## src/rtl/sar_search8.sv

```systemverilog
// sar_search8 -- successive-approximation search controller.
//
// Drives a trial operand (guess) to an external comparator and resolves the
// comparator's target one bit per cycle, MSB first. A search starts from
// guess = 100..0 and either exits early on an equal result, completes after
// DATA_W trial cycles, or aborts with err on an invalid comparator code.
//
// Ports:
//   clk    : rising-edge clock for all state
//   rst    : synchronous active-high reset (priority over everything)
//   start  : request a new search, sampled only in IDLE
//   cmp    : comparator result {target>guess, target==guess, target<guess}
//   guess  : registered trial operand
//   busy   : high while trying bits
//   done   : one-cycle pulse when a search ends
//   result : resolved target, held until the next accepted start
//   err    : set with done on an invalid cmp code, held until next start
module sar_search8 #(
  parameter int DATA_W = 8
) (
  input  logic              clk,
  input  logic              rst,
  input  logic              start,
  input  logic [2:0]        cmp,
  output logic [DATA_W-1:0] guess,
  output logic              busy,
  output logic              done,
  output logic [DATA_W-1:0] result,
  output logic              err
);

  localparam int IDX_W = $clog2(DATA_W);
  localparam logic [DATA_W-1:0] GUESS_INIT = {1'b1, {(DATA_W-1){1'b0}}};
  localparam logic [IDX_W-1:0]  IDX_MSB    = IDX_W'(DATA_W - 1);

  localparam logic [2:0] CMP_GT = 3'b100;
  localparam logic [2:0] CMP_EQ = 3'b010;
  localparam logic [2:0] CMP_LT = 3'b001;

  typedef enum logic [1:0] {
    IDLE,
    TRY,
    DONE
  } state_t;

  state_t           state;
  logic [IDX_W-1:0] idx;
  logic [DATA_W-1:0] guess_next;

  // Resolve the bit under test (keep on GT, clear on LT) and, if lower bits
  // remain, raise the next trial bit. At idx==0 this is the final answer.
  always_comb begin
    guess_next = guess;
    if (cmp == CMP_LT) begin
      guess_next[idx] = 1'b0;
    end
    if (idx != '0) begin
      guess_next[idx - IDX_W'(1)] = 1'b1;
    end
  end

  always_ff @(posedge clk) begin
    if (rst) begin
      state  <= IDLE;
      idx    <= '0;
      guess  <= '0;
      result <= '0;
      busy   <= 1'b0;
      done   <= 1'b0;
      err    <= 1'b0;
    end else begin
      case (state)
        IDLE: begin
          guess <= '0;
          busy  <= 1'b0;
          done  <= 1'b0;
          if (start) begin
            state  <= TRY;
            guess  <= GUESS_INIT;
            idx    <= IDX_MSB;
            result <= '0;
            err    <= 1'b0;
            busy   <= 1'b1;
          end
        end

        TRY: begin
          case (cmp)
            CMP_EQ: begin
              state  <= DONE;
              result <= guess;
              err    <= 1'b0;
              busy   <= 1'b0;
              done   <= 1'b1;
            end
            CMP_GT, CMP_LT: begin
              if (idx != '0) begin
                guess <= guess_next;
                idx   <= idx - IDX_W'(1);
              end else begin
                state  <= DONE;
                guess  <= guess_next;
                result <= guess_next;
                err    <= 1'b0;
                busy   <= 1'b0;
                done   <= 1'b1;
              end
            end
            default: begin
              // Non-one-hot comparator code: abort the search.
              state  <= DONE;
              result <= '0;
              err    <= 1'b1;
              busy   <= 1'b0;
              done   <= 1'b1;
            end
          endcase
        end

        DONE: begin
          // start is deliberately not examined here; it is not queued.
          state <= IDLE;
          idx   <= '0;
          guess <= '0;
          busy  <= 1'b0;
          done  <= 1'b0;
        end

        default: begin
          state <= IDLE;
          idx   <= '0;
          guess <= '0;
          busy  <= 1'b0;
          done  <= 1'b0;
        end
      endcase
    end
  end

endmodule

```

## config.mk

```make
export PLATFORM = sky130hd
export DESIGN_NAME = sar_search8
export DESIGN_NICKNAME = d
export VERILOG_FILES = /design/src/rtl/sar_search8.sv
export SDC_FILE = /design/constraint.sdc
export NUM_CORES = 1
export LEC_CHECK = 0
export CAP_MARGIN = 20
export CORE_ASPECT_RATIO = 0.6
export CORE_UTILIZATION = 45
export DETAILED_ROUTE_END_ITERATION = 7
export PLACE_DENSITY_LB_ADDON = 0.1
export SYNTH_ARGS = -nofsm -noshare
export SYNTH_HDL_FRONTEND = slang
export SYNTH_SLANG_ARGS = --single-unit
```

## constraint.sdc

```tcl
create_clock -name clk -period 2.2 [get_ports clk]
set_input_delay 0.33 -clock clk [delete_from_list [all_inputs] [get_ports clk]]
set_output_delay 0.33 -clock clk [all_outputs]
set_load 0.02 [all_outputs]
```

==> metrics.txt, run 1 <==
gr usage total between 20% and 30%; number of DRC markers in iteration 0 between 100 and 150; routability congestion estimate from global placement roughly 0.94; setup slack after placement 0.0634 ns; hold buffer count at cts 0; total leakage power ~0.57 nW; DRC errors left 2; Post-synth top flop dfxtp_1; worst skew pair latency ~0.27 ns; Routed wire per std cell 16.0 um; endpoint type of the worst setup path register; Post-Synthesis Net Count between 150 and 200; fraction of final layout cells sized beyond drive strength 1 around 15%; logic gate share of total power 21.6%; Crit-path slowest cell or4_1; part of the Yosys area used for sequential elements a little under two fifths; Synthesis Warnings 0; number of antenna violations at the first check in global routing 0; area occupied by registers ~480 um^2; Area contributors post-synth dfxtp_1 (38%), a21oi_1 (4.3%), nor2_1 (4.1%); type of origin of the critical path register; Slew Limit Headroom 58.8%; max_cap viols 0; Port Buffers 24; Rows 14; Setup crit start idx[0]; area of the multi-input gates slightly below 700 um^2; top cells by count, synth dfxtp_1 (24), nor2_1 (14), inv_1 (12), a21oi_1 (11), o21ai_0 (9); global-route wire length before repair roughly 5700 um; Area Overhead vs Synth 29.0%; number of H-tree levels 1; number of top-level design ports 25; Worst Skew between 0.003 and 0.004 ns; Crit path largest cell delay around 0.64 ns; first drt pass iteration count 7; number of buffers inserted during clock tree synthesis 3; type of the worst setup path register to register; pin count of the biggest net entering global routing 15; result of the run complete, but fails checks; final hold violation count 0; setup slack of the worst register-to-register path approximately 0.22 ns; fraction of power spent switching nets between 20% and 30%; die width around 71 um; maximum count of clock buffers along a single path 2; internal power consumption around 0.7 mW; Fmax achieved ~500 MHz; hold path start done; initial cell density of the core 49.2%; post-route ant nets 0; core outline area approximately 0.0026 mm^2; combined buffer and inverter count along the critical path 1; Flop pwr share 47.3%; post-CTS setup buffer count 0; Post-Syn Instances about 150; hold crit path type register to register; final period utilization about nine tenths; CP Max Fanout 6; total number of nets in the final design ~190; post-route setup slack 0.220 ns; worst path required time 2.42 ns; post-synth top area cell dfxtp_1; worst vdd ir around 0.54 mV; violated checks design-rule violations; CTS Sinks 24; placed inst area roughly 0.0016 mm^2; height of the chip 43.2 um; final setup violating endpoints 0; TritonCTS clock tree built; share of the core filled with cells a little under two thirds; clock tree root buffer cell clkbuf_8; slew at the pin closest to its max-slew limit 0.611 ns; clock-pin slew on the worst setup and hold paths 0.08 ns; count of instances resized after the clock tree is built 0; number of cells after detailed placement approximately 210; post-synth top area share 37.7%; family of cells with the greatest summed delay on the critical path simple AND/OR/NAND/NOR gates; mapped cell area 0.00127 mm^2; fraction of power consumed by the clock network 31.1%; power density normalized to cell area 595 mW/mm^2; top-count cell post-synth dfxtp_1; FF-to-FF Start idx[0]; remaining global-route overflow 0; syn avg cell area roughly 8.4 um^2; fin area roughly 0.0016 mm^2; endpoint arrival time on the critical path about 2.2 ns; post-synthesis cell type count 48; number of enable-type register cells in the synthesized netlist 0; flops & latches, synth 24; total power draw roughly 0.98 mW; Fill cells about 240; final setup TNS 0 ns; placed wire-length estimate around 2600 um; Critical Path, Cell by Cell inv_1, ha_1, or2b_1, or4_1, a211oi_1, a221o_2; fin cells between 200 and 250; number of pins exceeding their max-slew limit in the final report 0; post-layout minimum cycle time approximately 2.0 ns; wire length after detailed routing ~3400 um; antenna cells 0; vias in the first global route between 1000 and 1500; vias per cell 6.10; Fin Hold WS around 0.47 ns; setup repair after global routing missed its margin no; proportion of register bits with asynchronous set or reset after synthesis 0%; vias between 1000 and 1500; Total Die Area ~0.0031 mm^2; Net Sw Power about 0.29 mW
-- layout make-up --
class                      count  share of cell area (%)
timing repair buffer          37                    20.5
clock buffer                   4                    3.35
tap                           32                    2.43
sequential                    24                    29.2
inverter                      12                    2.74
multi-input combinational    106                    41.7
-- worst paths after layout --
kind | cells past startpoint | endpoint
worst max register to register | 6 | result[2]
worst min-delay path | 2 | done
worst max-delay path | 6 | result[2]
worst min register to register | 2 | done
-- worst register-to-register path: stages (launching register included) --
cell,delay (ns)
dfxtp_1,0.32
inv_1,0.08
ha_1,0.19
or2b_1,0.30
or4_1,0.65
a211oi_1,0.24
a221o_2,0.15
-- flip-flops by register name (all words and copies together), names as in the netlist --
signal and flops:
state 2, err 1, idx 3, guess 8, busy 1, result 8
done 1
-- placed cells by master (no fill, tap or decap), drive strengths merged, types with 2 or more instances in the layout --
| cell | synthesis | routed |
|---|---|---|
| a211oi | 3 | 3 |
| a21oi | 11 | 11 |
| a221o | 3 | 3 |
| a221oi | 2 | 2 |
| a31oi | 2 | 2 |
| a32o | 2 | 2 |
| buf | 8 | 13 |
| clkbuf | 1 | 4 |
| clkdlybuf4s50 | 0 | 24 |
| dfxtp | 24 | 24 |
| ha | 2 | 2 |
| inv | 12 | 12 |
| nand2 | 8 | 8 |
| nand2b | 3 | 3 |
| nand3 | 4 | 4 |
| nand4 | 3 | 3 |
| nor2 | 14 | 14 |
| nor2b | 5 | 5 |
| nor3 | 5 | 5 |
| nor4b | 2 | 2 |
| o21ai | 9 | 9 |
| o221ai | 2 | 2 |
| o22ai | 3 | 3 |
| o31a | 2 | 2 |
| o31ai | 2 | 2 |
| or2 | 2 | 2 |
| or2b | 2 | 2 |
| or3b | 2 | 2 |
-- power groups by stage --
stage                     registers, mW  logic, mW  clock network, mW
after floorplan                   0.475      0.132                  0
after global placement            0.472      0.199                  0
after detailed placement          0.472      0.205                  0
after CTS                         0.462      0.207              0.308
after global routing              0.464      0.230              0.331
final                             0.463      0.212              0.305
-- metal layers --
| metal | track usage, % | vias up | wire (um) |
|---|---|---|---|
| met3 | 5.70 | 2 | 359 |
| met1 | 36.5 | 620 | 1630 |
| met2 | 37.9 | 66 | 1440 |
| met5 | 0 | - | 0 |
| met4 | 5.60 | 0 | 8 |
| li1 | - | 623 | - |
-- kinds of logic (layout without fill, tap and decap cells) --
logic type,Yosys count,count (layout),share of synthesized area [%]
and+or+nand+nor,55,55,24.4
AOI/OAI and AO/OA,46,46,25.3
DFF,24,24,37.7
buffers and inverters,21,53,8.44
adders and majority gates,2,2,1.96
xor gates and xnor gates,2,2,1.37
muxes,1,1,0.785
No activity file was read; power rests on OpenSTA's default activity.
==> inputs of run 2 (changes only) <==
--- a/config.mk
+++ b/config.mk
@@ -5,7 +5,6 @@
 export SDC_FILE = /design/constraint.sdc
 export NUM_CORES = 1
 export LEC_CHECK = 0
-export CAP_MARGIN = 20
 export CORE_ASPECT_RATIO = 0.6
 export CORE_UTILIZATION = 45
 export DETAILED_ROUTE_END_ITERATION = 7
==> results of run 2 <==
Same layout as run 1: the final DEF is identical, and so are final timing and power.
==> inputs of run 3 (changes only) <==
--- a/config.mk
+++ b/config.mk
@@ -8,6 +8,8 @@
 export CORE_ASPECT_RATIO = 0.6
 export CORE_UTILIZATION = 45
 export DETAILED_ROUTE_END_ITERATION = 7
+export GPL_TIMING_DRIVEN = 0
+export HOLD_SLACK_MARGIN = 0.08
 export PLACE_DENSITY_LB_ADDON = 0.1
 export SYNTH_ARGS = -nofsm -noshare
 export SYNTH_HDL_FRONTEND = slang
==> metrics.txt, run 3 (synthesis results as in run 1) <==
DRC errors left 2 (unchanged); Slew Limit Headroom 57.5% (was 58.8%); Routed wire per std cell 16.4 um (was 16.0 um); number of H-tree levels 1 (unchanged); first drt pass iteration count 7 (unchanged); worst skew pair latency 0.28 ns (was 0.27 ns); maximum count of clock buffers along a single path 2 (unchanged); Area Overhead vs Synth 33.2% (was 29.0%); remaining global-route overflow 0 (unchanged); clock-pin slew on the worst setup and hold paths 0.08 ns (about the same); core outline area 0.00259 mm^2 (unchanged); max_cap viols 0 (unchanged); global-route wire length before repair 5620 um (was 5720 um); height of the chip 43.2 um (unchanged); Largest regs guess x8, result x8, idx x3 (unchanged); vias per cell 6.06 (was 6.10); wire length after detailed routing 3550 um (was 3430 um); final setup violating endpoints 0 (unchanged); hold buffer count at cts 0 (unchanged); TritonCTS clock tree built (unchanged); number of antenna violations at the first check in global routing 0 (unchanged); Total Die Area 0.00306 mm^2 (unchanged); routability congestion estimate from global placement 0.893 (was 0.941); number of DRC markers in iteration 0 137 (was 124); Worst Skew 0.0126 ns (was 0.00358 ns); final setup TNS 0 ns (unchanged); vias in the first global route 1207 (was 1163); fraction of final layout cells sized beyond drive strength 1 17.8% (was 14.8%); Port Buffers 24 (unchanged); slew at the pin closest to its max-slew limit 0.635 ns (was 0.611 ns); clock tree root buffer cell clkbuf_8 (unchanged); total number of nets in the final design 194 (was 192); vias 1316 (was 1311); Fmax achieved 476 MHz (was 505 MHz); result of the run complete, but fails checks (unchanged); initial cell density of the core 49.2% (unchanged); CP Max Fanout 15 (was 6); number of buffers inserted during clock tree synthesis 3 (unchanged); share of the core filled with cells 65.5% (was 63.5%); final period utilization 95.4% (was 90.0%); die width 70.7 um (unchanged); leading cell types in the layout, fill and taps excluded clkdlybuf4s50_1 (24), dfxtp_1 (22), nor2_1 (14) (was dfxtp_1 (24), clkdlybuf4s50_1 (24), nor2_1 (14)); worst vdd ir 0.475 mV (was 0.538 mV); placed wire-length estimate 2520 um (was 2640 um); post-layout minimum cycle time 2.10 ns (was 1.98 ns); pin count of the biggest net entering global routing 15 (unchanged); total leakage power 0.588 nW (was 0.571 nW); Setup crit start idx[0] (unchanged); final hold violation count 0 (unchanged); gr usage total 24.6% (was 25.2%); power density normalized to cell area 643 mW/mm^2 (was 595 mW/mm^2); Rows 14 (unchanged); most common cell after layout, fill and taps aside clkdlybuf4s50_1; antenna cells 0 (unchanged); hold crit path type register to register (unchanged); type of the worst setup path register to register (unchanged); endpoint arrival time on the critical path 2.26 ns (was 2.20 ns); type of origin of the critical path register (unchanged); endpoint type of the worst setup path register (unchanged); post-route ant nets 0 (unchanged); FF-to-FF Start idx[0] (unchanged); number of top-level design ports 25 (unchanged); hold path start done (unchanged); number of pins exceeding their max-slew limit in the final report 0 (unchanged); violated checks design-rule violations (unchanged); worst path required time 2.36 ns (was 2.42 ns); CTS Sinks 24 (unchanged); setup repair after global routing missed its margin no (unchanged)
[run 3: through the flow]
stage	cell area (um^2)	std cells	total power, mW	setup slack, ns	hold WS, ns
5_1_grt	1700	217	1.12	0.0230	0.501
4_1_cts	1660	214	1.08	0.00186	0.477
3_3_place_gp	1560	207	0.663	-0.0527	0.452
2_1_floorplan	1270	151	0.607	0.115	0.399
6_report	1700	217	1.09	0.101	0.477
3_5_place_dp	1560	207	0.670	-0.113	0.460
[run 3: layout make-up]
cell class / instances / area, um^2
fillers: 215 / 895
multi-input cells: 106 / 702
flip-flops and latches: 24 / 485
repair buffers: 31 / 293
plain buffers: 8 / 61.3
inverters: 12 / 45.0
clock buffers: 3 / 41.3
well taps: 32 / 40.0
clock inverters: 1 / 30.0
[run 3: power breakdown]
group	internal, mW	leakage [nW]	switching [mW]	total (mW)
clock network	0.244	0.0357	0.156	0.400
logic	0.0962	0.357	0.127	0.223
registers	0.448	0.196	0.0211	0.470
total	0.788	0.588	0.303	1.09
[run 3: critical path, cell delays in order (launching register included)]
cell      delay [ns]
dfxtp_4         0.40
inv_2           0.08
ha_2            0.18
or2b_1          0.27
nor4bb_1        0.16
buf_4           0.18
o31a_4          0.38
a221o_2         0.34
[run 3: worst paths after layout]
kind	end	slack, ns	cells past startpoint
setup / recovery	result[2]	0.10	7
hold / removal	done	0.48	2
setup reg to reg	result[2]	0.10	7
hold reg to reg	done	0.48	2
[run 3: repair_timing]
action                     CTS  global route
setup buffers                3             4
resized for setup            4             6
setup endpoints to repair    7             5
[run 3: layer usage]
metal | vias to the layer above | track usage, % | wire [um]
met1 | 616 | 33.9 | 1630
met2 | 71 | 37.1 | 1500
met4 | 0 | 9.20 | 97
met3 | 13 | 6.18 | 322
li1 | 616 | - | -
met5 | - | 0 | 0
==> variant 1 (config.mk and constraints of run 2) <==
Register the output `guess` once more; this adds one clock of latency there. The other outputs are not delayed to match. Comments in the files are not updated.
--- a/src/rtl/sar_search8.sv
+++ b/src/rtl/sar_search8.sv
@@ -44,4 +44,6 @@
   } state_t;
 
+  logic [DATA_W-1:0] guess_s0;
+
   state_t           state;
   logic [IDX_W-1:0] idx;
@@ -51,5 +53,5 @@
   // remain, raise the next trial bit. At idx==0 this is the final answer.
   always_comb begin
-    guess_next = guess;
+    guess_next = guess_s0;
     if (cmp == CMP_LT) begin
       guess_next[idx] = 1'b0;
@@ -64,5 +66,5 @@
       state  <= IDLE;
       idx    <= '0;
-      guess  <= '0;
+      guess_s0 <= '0;
       result <= '0;
       busy   <= 1'b0;
@@ -72,10 +74,10 @@
       case (state)
         IDLE: begin
-          guess <= '0;
+          guess_s0 <= '0;
           busy  <= 1'b0;
           done  <= 1'b0;
           if (start) begin
             state  <= TRY;
-            guess  <= GUESS_INIT;
+            guess_s0 <= GUESS_INIT;
             idx    <= IDX_MSB;
             result <= '0;
@@ -89,5 +91,5 @@
             CMP_EQ: begin
               state  <= DONE;
-              result <= guess;
+              result <= guess_s0;
               err    <= 1'b0;
               busy   <= 1'b0;
@@ -96,9 +98,9 @@
             CMP_GT, CMP_LT: begin
               if (idx != '0) begin
-                guess <= guess_next;
+                guess_s0 <= guess_next;
                 idx   <= idx - IDX_W'(1);
               end else begin
                 state  <= DONE;
-                guess  <= guess_next;
+                guess_s0 <= guess_next;
                 result <= guess_next;
                 err    <= 1'b0;
@@ -122,5 +124,5 @@
           state <= IDLE;
           idx   <= '0;
-          guess <= '0;
+          guess_s0 <= '0;
           busy  <= 1'b0;
           done  <= 1'b0;
@@ -130,5 +132,5 @@
           state <= IDLE;
           idx   <= '0;
-          guess <= '0;
+          guess_s0 <= '0;
           busy  <= 1'b0;
           done  <= 1'b0;
@@ -138,4 +140,8 @@
   end
 
+  always_ff @(posedge clk) begin
+    guess <= guess_s0;
+  end
+
 endmodule
 
Function: changed (Yosys sat finds a counterexample within 4 cycles, from zero or initial values and one cycle with rst high).
==> variant 1 against run 2 <==
Routed wire length shrank 0.76%; non-clock buffer count fell by 1; final area is 12% higher; area after synthesis up 11%; total power rose by 41%; setup slack improved by 0.031 ns; sequential cell count up 8; clock power rose by 83%; critical endpoint is now result[1]; largest cell class unchanged; highest routed layer unchanged.
==> variant 1: results (changes against run 2) <==
.. list-table::
   :header-rows: 1

   * - Metric
     - Value
   * - Number of distinct library cells after synthesis
     - 39 (was 48)
   * - Leakage
     - 0.6660 nW (was 0.5708 nW)
   * - Pin count of the biggest net entering global routing
     - 13 (was 15)
   * - Critical path arrival
     - 2.17 ns (was 2.20 ns)
   * - Share of the synthesized area in compound gates (AO/OA/AOI/OAI)
     - 23.30% (was 25.32%)
   * - Portion of netlist area occupied by mux cells
     - 2.383% (was 0.7851%)
   * - Peak ir drop on the vdd network
     - 0.4406 mV (was 0.5385 mV)
   * - Final layout net count
     - 181 (was 192)
   * - Register-to-register setup slack
     - 0.31 ns (was 0.22 ns)
   * - Detailed-route wire length on metal 1
     - 1600 um (was 1627 um)
   * - Post-detailed-placement half-perimeter wirelength
     - 2526 um (was 2639 um)
   * - Worst Hold End
     - guess[7] (was done)
   * - Detailed-router iteration count before antenna repair
     - 4 (was 7)
   * - Worst clock skew on the final layout
     - 0.008330 ns (was 0.003575 ns)
   * - Worst reg2reg startpoint
     - idx[1] (was idx[0])
   * - Min-Delay Path Depth
     - 0 (was 2)
   * - Met2 routed WL
     - 1538 um (was 1436 um)
   * - Number of cells in the design after placement
     - 208 (was 211)
   * - Total via count in the routed design
     - 1,209 (was 1,311)
   * - Post-Place Worst Slack
     - -0.06438 ns (was 0.06343 ns)
   * - GRT Overall Usage
     - 23.31% (was 25.15%)
   * - Clock latency on the worst-skew pair
     - 0.29 ns (was 0.27 ns)
   * - Critical path's top delay family
     - buffers and inverters (was simple AND/OR/NAND/NOR gates)
   * - Deepest clock path buffer count
     - 2 (unchanged)
   * - Worst relative slew slack
     - 57.52% (was 58.81%)
   * - Worst path slowest cell
     - sky130_fd_sc_hd__clkdlybuf4s50_1 (was sky130_fd_sc_hd__or4_1)
   * - Top cells by count, synth
     - sky130_fd_sc_hd__dfxtp_1 (32), sky130_fd_sc_hd__nor2_1 (11), sky130_fd_sc_hd__o21ai_0 (8) (was sky130_fd_sc_hd__dfxtp_1 (24), sky130_fd_sc_hd__nor2_1 (14), sky130_fd_sc_hd__inv_1 (12))
   * - Clock buffers created by TritonCTS
     - 5 (was 3)
   * - Hold slack
     - 0.3758 ns (was 0.4735 ns)
   * - Average footprint of a synthesized cell
     - 10.20 sq um (was 8.444 sq um)
   * - Worst min-delay path startpoint
     - guess_s0[7] (was done)
   * - WL final
     - 3406 um (was 3432 um)
   * - Arithmetic-cell share of the synthesized area counting full adders, half adders and majority gates
     - 1.765% (was 1.963%)
   * - Most area-consuming cells after synthesis
     - sky130_fd_sc_hd__dfxtp_1 (45%), sky130_fd_sc_hd__buf_6 (3.2%), sky130_fd_sc_hd__nor2_1 (2.9%) (was sky130_fd_sc_hd__dfxtp_1 (38%), sky130_fd_sc_hd__a21oi_1 (4.3%), sky130_fd_sc_hd__nor2_1 (4.1%))
   * - Delay of the slowest cell on the worst path
     - 0.53 ns (was 0.64 ns)
   * - Crit Path Max Fanout
     - 8 (was 6)
   * - Status
     - complete, no violations (was finished, violations left)
   * - Number of DRC markers after the initial detailed-route iteration
     - 56 (was 124)
-- variant 1: cell count changes after synthesis, sizes merged, moves of 4 or more --
cell   change
nand2      -4
a21oi      -4
inv        -8
dfxtp      +8
-- variant 1: cells by family (layout without fill, tap and decap cells) --
kind of cell | Yosys count | in the layout
fa+ha+maj | 2 | 2
xor+xnor | 4 | 4
buf+inv | 13 | 48
simple gates | 44 | 44
flops | 32 | 32
compound gates | 41 | 41
mux | 3 | 3
-- variant 1: per-stage QoR --
step / TNS (ns) / instance area (sq um) / util [%]
2_1_floorplan: 0 / 1418 / -
6_report: 0 / 1838 / 62.78
4_1_cts: 0 / 1838 / 62.78
3_3_place_gp: 0 / 1727 / 58.97
3_5_place_dp: -0.2284 / 1727 / 58.97
5_1_grt: 0 / 1838 / 62.78
-- variant 1: layout make-up --
type | instances | area [sq um]
Inverter | 4 | 15.01
Timing Repair Buffer | 36 | 330.3
Tap cell | 42 | 52.55
Clock buffer | 5 | 68.82
Multi-Input combinational cell | 94 | 688.2
Fill cell | 255 | 1090
Clock inverter | 3 | 42.54
Sequential cell | 32 | 640.6
-- variant 1: routing by layer --
| metal | vias to the layer above | GRT usage [%] |
|---|---|---|
| li1 | 588 | - |
| met1 | 578 | 29.88 |
| met2 | 32 | 37.12 |
| met3 | 11 | 6.637 |
| met4 | 0 | 10.19 |
| met5 | - | 0 |
-- variant 1: worst max path at each step --
stage	start	end	slack, ns	depth (start not counted)
5_1_grt	cmp[0]	result[1]	0.12	6
2_1_floorplan	idx[1]	result[1]	0.38	7
3_3_place_gp	cmp[2]	result[0]	0.05	5
4_1_cts	cmp[0]	result[1]	0.23	6
6_report	cmp[0]	result[1]	0.25	6
3_5_place_dp	cmp[0]	result[1]	-0.06	6
-- variant 1: where the power goes --
part | internal [W] | switching, W
clock | 0.000335 | 0.000224
sequential | 0.000595 | 0.0000121
combinational | 0.0000886 | 0.000129
total | 0.00102 | 0.000365
==> variant 2 (settings of run 2) <==
Made on the original files. Set the parameter `DATA_W` to 16 (it was 8).
--- a/src/rtl/sar_search8.sv
+++ b/src/rtl/sar_search8.sv
@@ -17,5 +17,5 @@
 //   err    : set with done on an invalid cmp code, held until next start
 module sar_search8 #(
-  parameter int DATA_W = 8
+  parameter int DATA_W = 16
 ) (
   input  logic              clk,
Ports: changed (resized guess and result); port bits go from 25 to 41. The function was not compared with the original's and may differ.
==> variant 2 against run 2 <==
Global-route usage shrank 1.2 points; maximum frequency shrank 1.4%; total power is 87% higher; setup slack got worse by 0.028 ns; hold slack got worse by 0.0090 ns; final area rose by 62%; synthesized cell count grew 54%; cell count increased by 60%; critical path depth up 1; area after synthesis rose by 55%; routed wire length rose by 54%; sequential cell count rose by 17.
==> variant 2: results (changes against run 2) <==
.. list-table::
   :header-rows: 1

   * - Metric
     - Value
   * - Syn_nets
     - 242 (was 159)
   * - Hold slack
     - 0.4645 ns (was 0.4735 ns)
   * - Peak ir drop on the vdd network
     - 0.3999 mV (was 0.5385 mV)
   * - Critical path arrival
     - 2.24 ns (was 2.20 ns)
   * - Leakage
     - 0.9724 nW (was 0.5708 nW)
   * - Asr flop ratio synth
     - 0% (unchanged)
   * - Final layout net count
     - 293 (was 192)
   * - Number of distinct library cells after synthesis
     - 46 (was 48)
   * - Number of global-route vias before repair
     - 1,590 (was 1,163)
   * - Net switching fraction of the power
     - 26.95% (was 29.27%)
   * - Register-to-register setup slack
     - 0.19 ns (was 0.22 ns)
   * - Clock buffers created by TritonCTS
     - 5 (was 3)
   * - Most area-consuming cells after synthesis
     - sky130_fd_sc_hd__dfxtp_1 (42%), sky130_fd_sc_hd__nand2_1 (5.1%), sky130_fd_sc_hd__o21ai_0 (5.1%) (was sky130_fd_sc_hd__dfxtp_1 (38%), sky130_fd_sc_hd__a21oi_1 (4.3%), sky130_fd_sc_hd__nor2_1 (4.1%))
   * - PortBufs
     - 40 (was 24)
   * - Final RePlAce weighted congestion
     - 0.9505 (was 0.9406)
   * - CTS clk-pin slew, worst paths
     - 0.08 ns (about the same)
   * - First-pass GRT wire length
     - 8197 um (was 5720 um)
   * - GRT Overall Usage
     - 23.94% (was 25.15%)
   * - Number of DRC markers after the initial detailed-route iteration
     - 118 (was 124)
   * - Top cells by count, synth
     - sky130_fd_sc_hd__dfxtp_1 (41), sky130_fd_sc_hd__nand2_1 (27), sky130_fd_sc_hd__nor2_1 (20), sky130_fd_sc_hd__o21ai_0 (20), sky130_fd_sc_hd__a21oi_1 (19) (was sky130_fd_sc_hd__dfxtp_1 (24), sky130_fd_sc_hd__nor2_1 (14), sky130_fd_sc_hd__inv_1 (12))
   * - Worst relative slew slack
     - 64.75% (was 58.81%)
   * - Post-Place Worst Slack
     - 0.04826 ns (was 0.06343 ns)
   * - Pin count of the biggest net entering global routing
     - 19 (was 15)
   * - Clock latency on the worst-skew pair
     - 0.29 ns (was 0.27 ns)
   * - Leading registers by flop count
     - guess x16, result x16, idx x4 (was guess x8, result x8, idx x3)
   * - Share of layout cells above drive strength 1
     - 13.38% (was 14.75%)
   * - Worst clock skew on the final layout
     - 0.004869 ns (was 0.003575 ns)
   * - Number of fill cells
     - 356 (was 243)
   * - Proportion of synthesized chip area in sequential cells
     - 41.57% (was 37.68%)
   * - Total via count in the routed design
     - 1,909 (was 1,311)
   * - Htree depth
     - 2 (was 1)
   * - Status
     - complete, no violations (was finished, violations left)
   * - WL final
     - 5289 um (was 3432 um)
   * - Post-detailed-placement half-perimeter wirelength
     - 3885 um (was 2639 um)
[variant 2: routing by layer]
layer	wire length [um]	up-vias	part of all wire (%)	track usage (%)
met4	16	0	0.30	5.464
met1	2814	901	53	36.54
met5	0	-	0	0
met3	327	2	6.2	5.148
met2	2131	62	40	33.46
li1	-	944	-	-
[variant 2: metrics by stage]
step | std cells | power, W | area, sq um | utilization, %
global placement | 336 | 0.001108 | 2525 | 60.60
global route | 344 | 0.001900 | 2663 | 63.90
detailed placement | 336 | 0.001113 | 2525 | 60.60
CTS | 344 | 0.001843 | 2663 | 63.90
floorplan | 232 | 0.0009964 | 1974 | -
finish | 344 | 0.001836 | 2663 | 63.90
[variant 2: worst paths after layout]
check,start,to,cells after the start
max,idx[1],result[4],7
min,result[15],result[15],1
max reg2reg,idx[1],result[4],7
min reg2reg,result[15],result[15],1
[variant 2: power groups by stage]
stage	Combinational [W]	Sequential (W)	Clock (W)
floorplan	0.000195	0.000801	0
global placement	0.000300	0.000808	0
detailed placement	0.000305	0.000808	0
CTS	0.000307	0.000791	0.000745
global route	0.000337	0.000796	0.000768
finish	0.000311	0.000791	0.000734
[variant 2: worst max-delay path: stages, from the launching register on]
cell and delay (ns):
sky130_fd_sc_hd__dfxtp_1 0.49, sky130_fd_sc_hd__inv_1 0.11, sky130_fd_sc_hd__ha_1 0.26, sky130_fd_sc_hd__nor3b_2 0.20, sky130_fd_sc_hd__nor4b_4 0.31, sky130_fd_sc_hd__nor3_2 0.11
sky130_fd_sc_hd__or3b_1 0.36, sky130_fd_sc_hd__nand3_1 0.10
[variant 2: cell families after synthesis]
logic type	after synthesis	share of synthesized area [%]
flip-flops	41	41.57
adder cells (fa/ha/maj)	4	2.535
XOR/XNOR	3	1.331
AND/OR/NAND/NOR	86	22.88
multiplexers	1	0.5070
AO/OA/AOI/OAI	79	26.74
buffers and inverters	18	4.436
[variant 2: area by class of cell]
class,count,area (sq um),share of cell area [%]
clock buffers,5,68.82,2.585
clock inverters,3,68.82,2.585
inverters,4,15.01,0.5639
multi-input cells,173,1066,40.04
flip-flops and latches,41,820.8,30.83
well taps,60,75.07,2.820
repair buffers,58,548.0,20.58
